==> config.mk <==
export PLATFORM = sky130hd
export DESIGN_NAME = conv_mac_engine
export DESIGN_NICKNAME = d
export VERILOG_FILES = /design/src/rtl/conv_mac_engine.sv
export SDC_FILE = /design/constraint.sdc
export NUM_CORES = 1
export LEC_CHECK = 0
export CAP_MARGIN = 5
export CORE_ASPECT_RATIO = 0.75
export CORE_UTILIZATION = 37
export CTS_BUF_LIST = sky130_fd_sc_hd__clkbuf_2 sky130_fd_sc_hd__clkbuf_4 sky130_fd_sc_hd__clkbuf_8
export DETAILED_ROUTE_END_ITERATION = 16
export HOLD_SLACK_MARGIN = 0.08
export PLACE_DENSITY_LB_ADDON = 0.25
export SYNTH_ARGS = -nofsm -noshare
export SYNTH_HDL_FRONTEND = slang
export SYNTH_SLANG_ARGS = --single-unit
==> constraint.sdc <==
create_clock -name clk -period 25.2 [get_ports clk]
set_clock_uncertainty 0.2 [all_clocks]
set_input_delay 3.78 -clock clk [delete_from_list [all_inputs] [get_ports clk]]
set_output_delay 3.78 -clock clk [all_outputs]
set_load 0.01 [all_outputs]
==> src/rtl/conv_mac_engine.sv <==
// Convolution multiply-accumulate engine.
// Accepts one KxK patch/kernel pair plus a bias, folds the patch into a wide
// accumulator LANES products per cycle, then adds the bias, applies optional
// ReLU and saturates to a signed OUT_W result held until the consumer takes it.
module conv_mac_engine #(
  parameter int DATA_W = 8,
  parameter int K      = 3,
  parameter int LANES  = 3,
  parameter int BIAS_W = 16,
  parameter int OUT_W  = 16
) (
  input  logic                    clk,
  input  logic                    rst_n,
  input  logic                    in_valid,
  output logic                    in_ready,
  input  logic [K*K*DATA_W-1:0]   in_patch,
  input  logic [K*K*DATA_W-1:0]   in_kernel,
  input  logic [BIAS_W-1:0]       in_bias,
  input  logic                    relu_en,
  output logic                    out_valid,
  input  logic                    out_ready,
  output logic [OUT_W-1:0]        out_pixel,
  output logic                    out_sat
);

  localparam int NE     = K * K;
  localparam int N      = NE / LANES;
  localparam int PROD_W = 2 * DATA_W;
  localparam int ACC_W  = 2 * DATA_W + $clog2(NE) + 1;
  localparam int MAX_AB = (ACC_W > BIAS_W) ? ACC_W : BIAS_W;
  // One guard bit above the widest operand so acc + bias never wraps.
  localparam int SUM_W  = ((MAX_AB > OUT_W) ? MAX_AB : OUT_W) + 1;
  localparam int GW     = (N > 1) ? $clog2(N) : 1;

  localparam logic signed [SUM_W-1:0] OUT_MAX = {{(SUM_W-OUT_W+1){1'b0}}, {(OUT_W-1){1'b1}}};
  localparam logic signed [SUM_W-1:0] OUT_MIN = {{(SUM_W-OUT_W+1){1'b1}}, {(OUT_W-1){1'b0}}};

  typedef enum logic [1:0] {IDLE, MAC, FINISH, OUT} state_t;

  state_t                    state_q, state_d;
  logic [NE*DATA_W-1:0]      patch_q, patch_d;
  logic [NE*DATA_W-1:0]      kernel_q, kernel_d;
  logic [BIAS_W-1:0]         bias_q, bias_d;
  logic                      relu_q, relu_d;
  logic signed [ACC_W-1:0]   acc_q, acc_d;
  logic [GW-1:0]             grp_q, grp_d;
  logic [OUT_W-1:0]          pix_q, pix_d;
  logic                      sat_q, sat_d;
  logic                      init_done_q;

  logic signed [PROD_W-1:0]  lane_prod [LANES];
  logic signed [ACC_W-1:0]   group_sum;
  logic signed [SUM_W-1:0]   sum_raw;
  logic signed [SUM_W-1:0]   sum_relu;
  logic [OUT_W-1:0]          clamp_val;
  logic                      clamp_hit;

  assign in_ready  = (state_q == IDLE) && init_done_q;
  assign out_valid = (state_q == OUT);
  assign out_pixel = pix_q;
  assign out_sat   = sat_q;

  // Each lane selects its element of the current group, so only LANES
  // multipliers exist regardless of the patch size.
  generate
    for (genvar gi = 0; gi < LANES; gi++) begin : g_lane
      logic signed [DATA_W-1:0] px;
      logic signed [DATA_W-1:0] wt;

      // Operand mux: element g*LANES+gi for the active group g.
      always_comb begin
        px = '0;
        wt = '0;
        for (int g = 0; g < N; g++) begin
          if (grp_q == GW'(g)) begin
            px = patch_q[(g*LANES+gi)*DATA_W +: DATA_W];
            wt = kernel_q[(g*LANES+gi)*DATA_W +: DATA_W];
          end
        end
      end

      assign lane_prod[gi] = px * wt;
    end
  endgenerate

  // Adder tree for the products of the active group, sign-extended to ACC_W.
  always_comb begin
    group_sum = '0;
    for (int l = 0; l < LANES; l++) begin
      group_sum = group_sum + {{(ACC_W-PROD_W){lane_prod[l][PROD_W-1]}}, lane_prod[l]};
    end
  end

  // Bias add, optional ReLU, then saturation to the output range.
  always_comb begin
    sum_raw   = {{(SUM_W-ACC_W){acc_q[ACC_W-1]}}, acc_q}
              + {{(SUM_W-BIAS_W){bias_q[BIAS_W-1]}}, bias_q};
    sum_relu  = (relu_q && sum_raw[SUM_W-1]) ? '0 : sum_raw;
    clamp_val = sum_relu[OUT_W-1:0];
    clamp_hit = 1'b0;
    if (sum_relu > OUT_MAX) begin
      clamp_val = OUT_MAX[OUT_W-1:0];
      clamp_hit = 1'b1;
    end else if (sum_relu < OUT_MIN) begin
      clamp_val = OUT_MIN[OUT_W-1:0];
      clamp_hit = 1'b1;
    end
  end

  // Next-state and datapath update for the IDLE -> MAC -> FINISH -> OUT job flow.
  always_comb begin
    state_d  = state_q;
    patch_d  = patch_q;
    kernel_d = kernel_q;
    bias_d   = bias_q;
    relu_d   = relu_q;
    acc_d    = acc_q;
    grp_d    = grp_q;
    pix_d    = pix_q;
    sat_d    = sat_q;
    case (state_q)
      IDLE: begin
        if (in_valid && in_ready) begin
          patch_d  = in_patch;
          kernel_d = in_kernel;
          bias_d   = in_bias;
          relu_d   = relu_en;
          acc_d    = '0;
          grp_d    = '0;
          state_d  = MAC;
        end
      end
      MAC: begin
        acc_d = acc_q + group_sum;
        if (grp_q == GW'(N-1)) begin
          state_d = FINISH;
        end else begin
          grp_d = grp_q + 1'b1;
        end
      end
      FINISH: begin
        pix_d   = clamp_val;
        sat_d   = clamp_hit;
        state_d = OUT;
      end
      OUT: begin
        if (out_ready) begin
          state_d = IDLE;
        end
      end
      default: state_d = IDLE;
    endcase
  end

  // State register; in_ready is held off until the first edge after reset.
  always_ff @(posedge clk or negedge rst_n) begin
    if (!rst_n) begin
      state_q     <= IDLE;
      init_done_q <= 1'b0;
    end else begin
      state_q     <= state_d;
      init_done_q <= 1'b1;
    end
  end

  // Job operands, accumulator and result registers.
  always_ff @(posedge clk or negedge rst_n) begin
    if (!rst_n) begin
      patch_q  <= '0;
      kernel_q <= '0;
      bias_q   <= '0;
      relu_q   <= 1'b0;
      acc_q    <= '0;
      grp_q    <= '0;
      pix_q    <= '0;
      sat_q    <= 1'b0;
    end else begin
      patch_q  <= patch_d;
      kernel_q <= kernel_d;
      bias_q   <= bias_d;
      relu_q   <= relu_d;
      acc_q    <= acc_d;
      grp_q    <= grp_d;
      pix_q    <= pix_d;
      sat_q    <= sat_d;
    end
  end

endmodule

==> results.tsv <==
metric	value	unit
outcome	completed	
hold_buffers	0	
gp_congestion	0.9059	
netlist_instances	2278	
whs	0.2726	ns
ys.flop_type	dfrtp_1	
period_needed	9.207	ns
drc	0	
cp.required	25.42	ns
vias_per_cell	4.873	
cp_slowest_stage_delay	0.83	ns
netlist-cell-type-count	63	
yosysSeqAreaShare	26.16	%
die_y	200.9	um
synthTopCellsByArea	fa_1, dfrtp_1, nand2_1, ha_1, inv_1	
ys_ff_latch	204	
cts.reportedPaths.clkPinSlew	0.06	ns
h-tree-depth	2	
wire_per_inst	17.66	um
drv_cap	0	
fmax	108.6	MHz
floorplan.die_area	53670	um2
crit_arrival	9.43	ns
final_nets	2998	
initial_core_util	37.67	%
syn2layout_area_growth	16.93	%
yosys_warnings	0	
overflow	0	
row_count	72	
ios	184	
avgSynthCellArea	8.566	um2
dr.pass1.iters	5	
vias	15430	
drive_gt1_share	4.588	%
ctsRootBufferMaster	clkbuf_8	
post-dp-hpwl	45410	um
clock-sinks	204	
grt_pass1_wl	90310	um
numPortBuffers	183	
final_antenna_net_count	0	
hold_viol	0	
synth_top_area_share	27.19	%
synth_async_sr_flop_share	100.0	%
worstSetupStartpointType	register	
die_x	267.2	um
first_iter_violations	1040	
synth_edf_count	0	
grt_max_degree	106	
antenna_found_initial	0	
rsz0062_at_grt	no	
worst_pin_slew	1.161	ns
fin_setup_tns	0	ns
min_period_over_period	36.54	%
track_usage	21.67	%
crit_type	reg2reg	
worstSkewPairLatency	0.54	ns
final_cell_mix	nand2_1, inv_1, fa_1	
cpMostUsedCell	fa_1	
final_common_cell	nand2_1	
cts_setup_buffers	0	
clk_path_buf_depth	3	
hp-class	reg2reg	
drt-total-wl	55910	um
cts_tree	built	
cp-end-kind	register	
slew_headroom	21.81	%
core_area	51800	um2
maxSlewViolCount	0	
diodes	0	
slowest_stage	nor2_1	
setup_viol	0	
synth_top_area_cell	fa_1	
synth_area	19510	um2
cp_max_fo	64	
cts_made_buffers	37	
grt_pass1_vias	16310	
cts_resized	0	
syn_nets	2838	
## kinds of logic after synthesis
kind of cell    after synthesis  share of synthesized area [%]
buf+inv                     450                          8.765
xor+xnor                     34                          1.526
fa+ha+maj                   395                          35.52
mux                           4                         0.2116
flops                       204                          26.16
simple gates                913                          18.55
compound gates              277                          9.246
other cells                   1                        0.01922
## metal layers
metal | up-vias | GRT usage (%) | routed length, um
li1 | 7323 | - | -
met1 | 7700 | 32.41 | 27490
met2 | 356 | 32.79 | 24580
met3 | 50 | 3.938 | 3094
met4 | 0 | 4.044 | 750
met5 | - | 0 | 0
## layout make-up
type,instances,area [um2]
fill,5097,28980
timing repair buffer,196,1933
inverter,375,1408
clock buffer,57,728.2
clock inverter,7,37.54
sequential,204,5105
tap,703,879.6
multi-input combinational,1624,12730
## cell usage after synthesis (4+ instances only)
master    count
o21a_1       27
o22ai_2      10
a221o_1       5
clkbuf_1     59
nor2_1      181
and3_1        6
inv_1       374
nor2b_1       8
a31oi_1       4
or3_1         9
o21bai_1      6
fa_1        265
nand3_1      10
a21o_1        8
dfrtp_1     204
o31ai_1       4
ha_1        130
xor2_1        7
a21oi_1      64
xnor2_1      27
a22oi_1      15
nor3_1       10
a211oi_1      5
buf_1         9
o21ai_1      15
or2_2         7
nand2b_1     13
nand4_1       6
o21ai_0      77
buf_2         5
nand2_1     650
o22ai_1       6
a22o_1        5
## metrics by stage
| step | util, % | cells | worst slack, ns | cell area (um2) |
|---|---|---|---|---|
| CTS | 44.05 | 3166 | 15.96 | 22820 |
| finish | 44.05 | 3166 | 15.99 | 22820 |
| detailed placement | 42.57 | 3102 | 16.05 | 22050 |
| floorplan | - | 2278 | 17.22 | 19510 |
| global route | 44.05 | 3166 | 15.43 | 22820 |
| global placement | 42.57 | 3102 | 16.14 | 22050 |
## final timing paths
path,startpoint,end,slack (ns),cells after the start
max,grp_q[0]$_DFFE_PN0P_,acc_q[18]$_DFFE_PN0P_,15.99,25
min in group asynchronous,rst_n,patch_q[8]$_DFFE_PN0P_,3.13,1
max in group asynchronous,rst_n,bias_q[11]$_DFFE_PN0P_,19.68,3
min,patch_q[17]$_DFFE_PN0P_,patch_q[17]$_DFFE_PN0P_,0.27,2
max reg2reg,grp_q[0]$_DFFE_PN0P_,acc_q[18]$_DFFE_PN0P_,15.99,25
min reg2reg,patch_q[17]$_DFFE_PN0P_,patch_q[17]$_DFFE_PN0P_,0.27,2
## state kept, by name, indices dropped and copies added, names as in the netlist, 2 cells and up
name and flops:
acc_q 21, out_pixel 16, state_q 2, grp_q 2, patch_q 72, kernel_q 72
bias_q 16
## critical path: cells and delay by family (launching register included)
| kind | cells | cell delay [ns] |
|---|---|---|
| compound gates | 6 | 1.42 |
| fa+ha+maj | 9 | 4.27 |
| simple gates | 4 | 1.74 |
| buf+inv | 6 | 1.01 |
| flops | 1 | 0.40 |
Power is left out: the tool's default activity adds up to more than one toggle a clock period on the data nets, which glitch-free logic cannot reach.
==> RTL change (config.mk and constraints unchanged) <==
`pix_q` no longer has a reset.
--- a/src/rtl/conv_mac_engine.sv
+++ b/src/rtl/conv_mac_engine.sv
@@ -172,7 +172,6 @@
       relu_q   <= 1'b0;
       acc_q    <= '0;
       grp_q    <= '0;
-      pix_q    <= '0;
       sat_q    <= 1'b0;
     end else begin
       patch_q  <= patch_d;
@@ -181,10 +180,13 @@
       relu_q   <= relu_d;
       acc_q    <= acc_d;
       grp_q    <= grp_d;
-      pix_q    <= pix_d;
       sat_q    <= sat_d;
     end
   end
 
+  always_ff @(posedge clk) begin
+    pix_q <= pix_d;
+  end
+
 endmodule
 
Formal check against the unedited RTL: not equivalent (Yosys sat finds a counterexample within 10 cycles, from zero or initial values and one cycle with rst_n low; the reset may be asserted at any time).
==> RTL change against the original RTL <==
- area after synthesis shrank 0.85%
- sequential cell count is the same
- design area fell by 0.27%
- routed wire length down 0.91%
- global-route usage is 0.35 points higher
- non-clock buffer count unchanged
- setup slack worse by 0.093 ns
- largest cell class unchanged
- highest routed layer unchanged
Power is not shown: default switching activity piles up to over one toggle a cycle in this logic, so the estimate is an artifact.
==> RTL change: results (changes against the original RTL) <==
* CP Max Fanout: 22 (-66%)
* Number of DRC markers after the initial detailed-route iteration: 1,001 (-3.8%)
* Non-filler cells in the finished layout: 3,113 (-1.7%)
- Placement-stage cell area: 21,900 um2 (-0.57%)
- Vias in the first global route: 16,100 (-1.0%)
* Leading cell types by count after synthesis: sky130_fd_sc_hd__nand2_1, sky130_fd_sc_hd__inv_1, sky130_fd_sc_hd__fa_1, sky130_fd_sc_hd__dfrtp_1, sky130_fd_sc_hd__nor2_1
- Min-delay src: kernel_q[43]
- The critical path arrival came to 9.57 ns (+0.14 ns).
- The count of filler cells inserted in the layout was 5,145 (+0.94%).
- The global-route wire length before repair came to 90.2 mm (-0.11%).
- Compared with the post-synthesis result, the final layout area differs by 17.6%.
* Clock tree buffer count of the final layout: 60 (+5.3%)
- The setup slack after placement came to 15.96 ns (-0.0933 ns).
* Final-stage net count: 2,942 (-1.9%)
* Flip-flop and latch area: 5180 um2 (+1.6%)
- The final estimated routing congestion in global placement came to 0.881 (-2.7%).
- Headroom to the max-slew limit: 26.0% (+4.2 points)
- Cell type of the slowest stage on the worst timing path: sky130_fd_sc_hd__nor2b_2
- Ranking of synthesized cells by area: sky130_fd_sc_hd__fa_1, sky130_fd_sc_hd__dfrtp_1, sky130_fd_sc_hd__nand2_1
- The pin count of the biggest net entering global routing is 96 (-9.4%).
* Post-synth EDFFs: 16 (+16)
- The flow ran to the end, and the final reports show no timing, DRC or antenna violations.
- Layout inverter count without the clock tree: 373 (-0.53%)
- The post-layout instance area came to 22,800 um2 (-0.27%).
* Insertion delay of the later-clocked pin in the worst-skew pair: 0.59 ns (+0.05 ns)
- Inst Count DP: 3,046 (-1.8%)
- Number of nets produced by synthesis: 2,775 (-2.2%)
- Total global-route track usage: 22.0% (+0.35 points)
- Number of different library cells in the post-synthesis netlist: 64 (+1.6%)
- The multi-input combinational cell count is 1,570 (-3.3%).
- The async set-reset flop share out of synthesis came to 92.2% (-7.8 points).
- Proportion of synthesized chip area in sequential cells: 26.8% (+0.64 points)
==> RTL change: kinds of logic (layout without fill, tap and decap cells) <==
group	after synthesis	in the layout	share of synthesized area (%)
xor+xnor	34	34	1.54
other cells	1	1	0.0194
flops	204	204	26.8
compound gates	261	261	8.92
simple gates	877	877	18.2
buf+inv	441	636	8.60
mux	2	2	0.103
fa+ha+maj	395	395	35.8
==> RTL change: path summary, 6_finish.rpt <==
kind	slack, ns	endpoint	cells after the start
min in group asynchronous	3.01	patch_q[9]	1
setup / recovery	15.90	acc_q[18]	28
hold / removal	0.28	kernel_q[43]	2
max in group asynchronous	19.74	acc_q[16]	3
hold reg to reg	0.28	kernel_q[43]	2
setup reg to reg	15.90	acc_q[18]	28
==> RTL change: metal layers <==
layer / vias up / wire length, um / GRT usage [%]
met2: 307 / 24300 / 34.6
met1: 7453 / 27800 / 32.7
met5: - / 0 / 0
met4: 0 / 744 / 4.00
met3: 59 / 2470 / 3.02
li1: 7141 / - / -
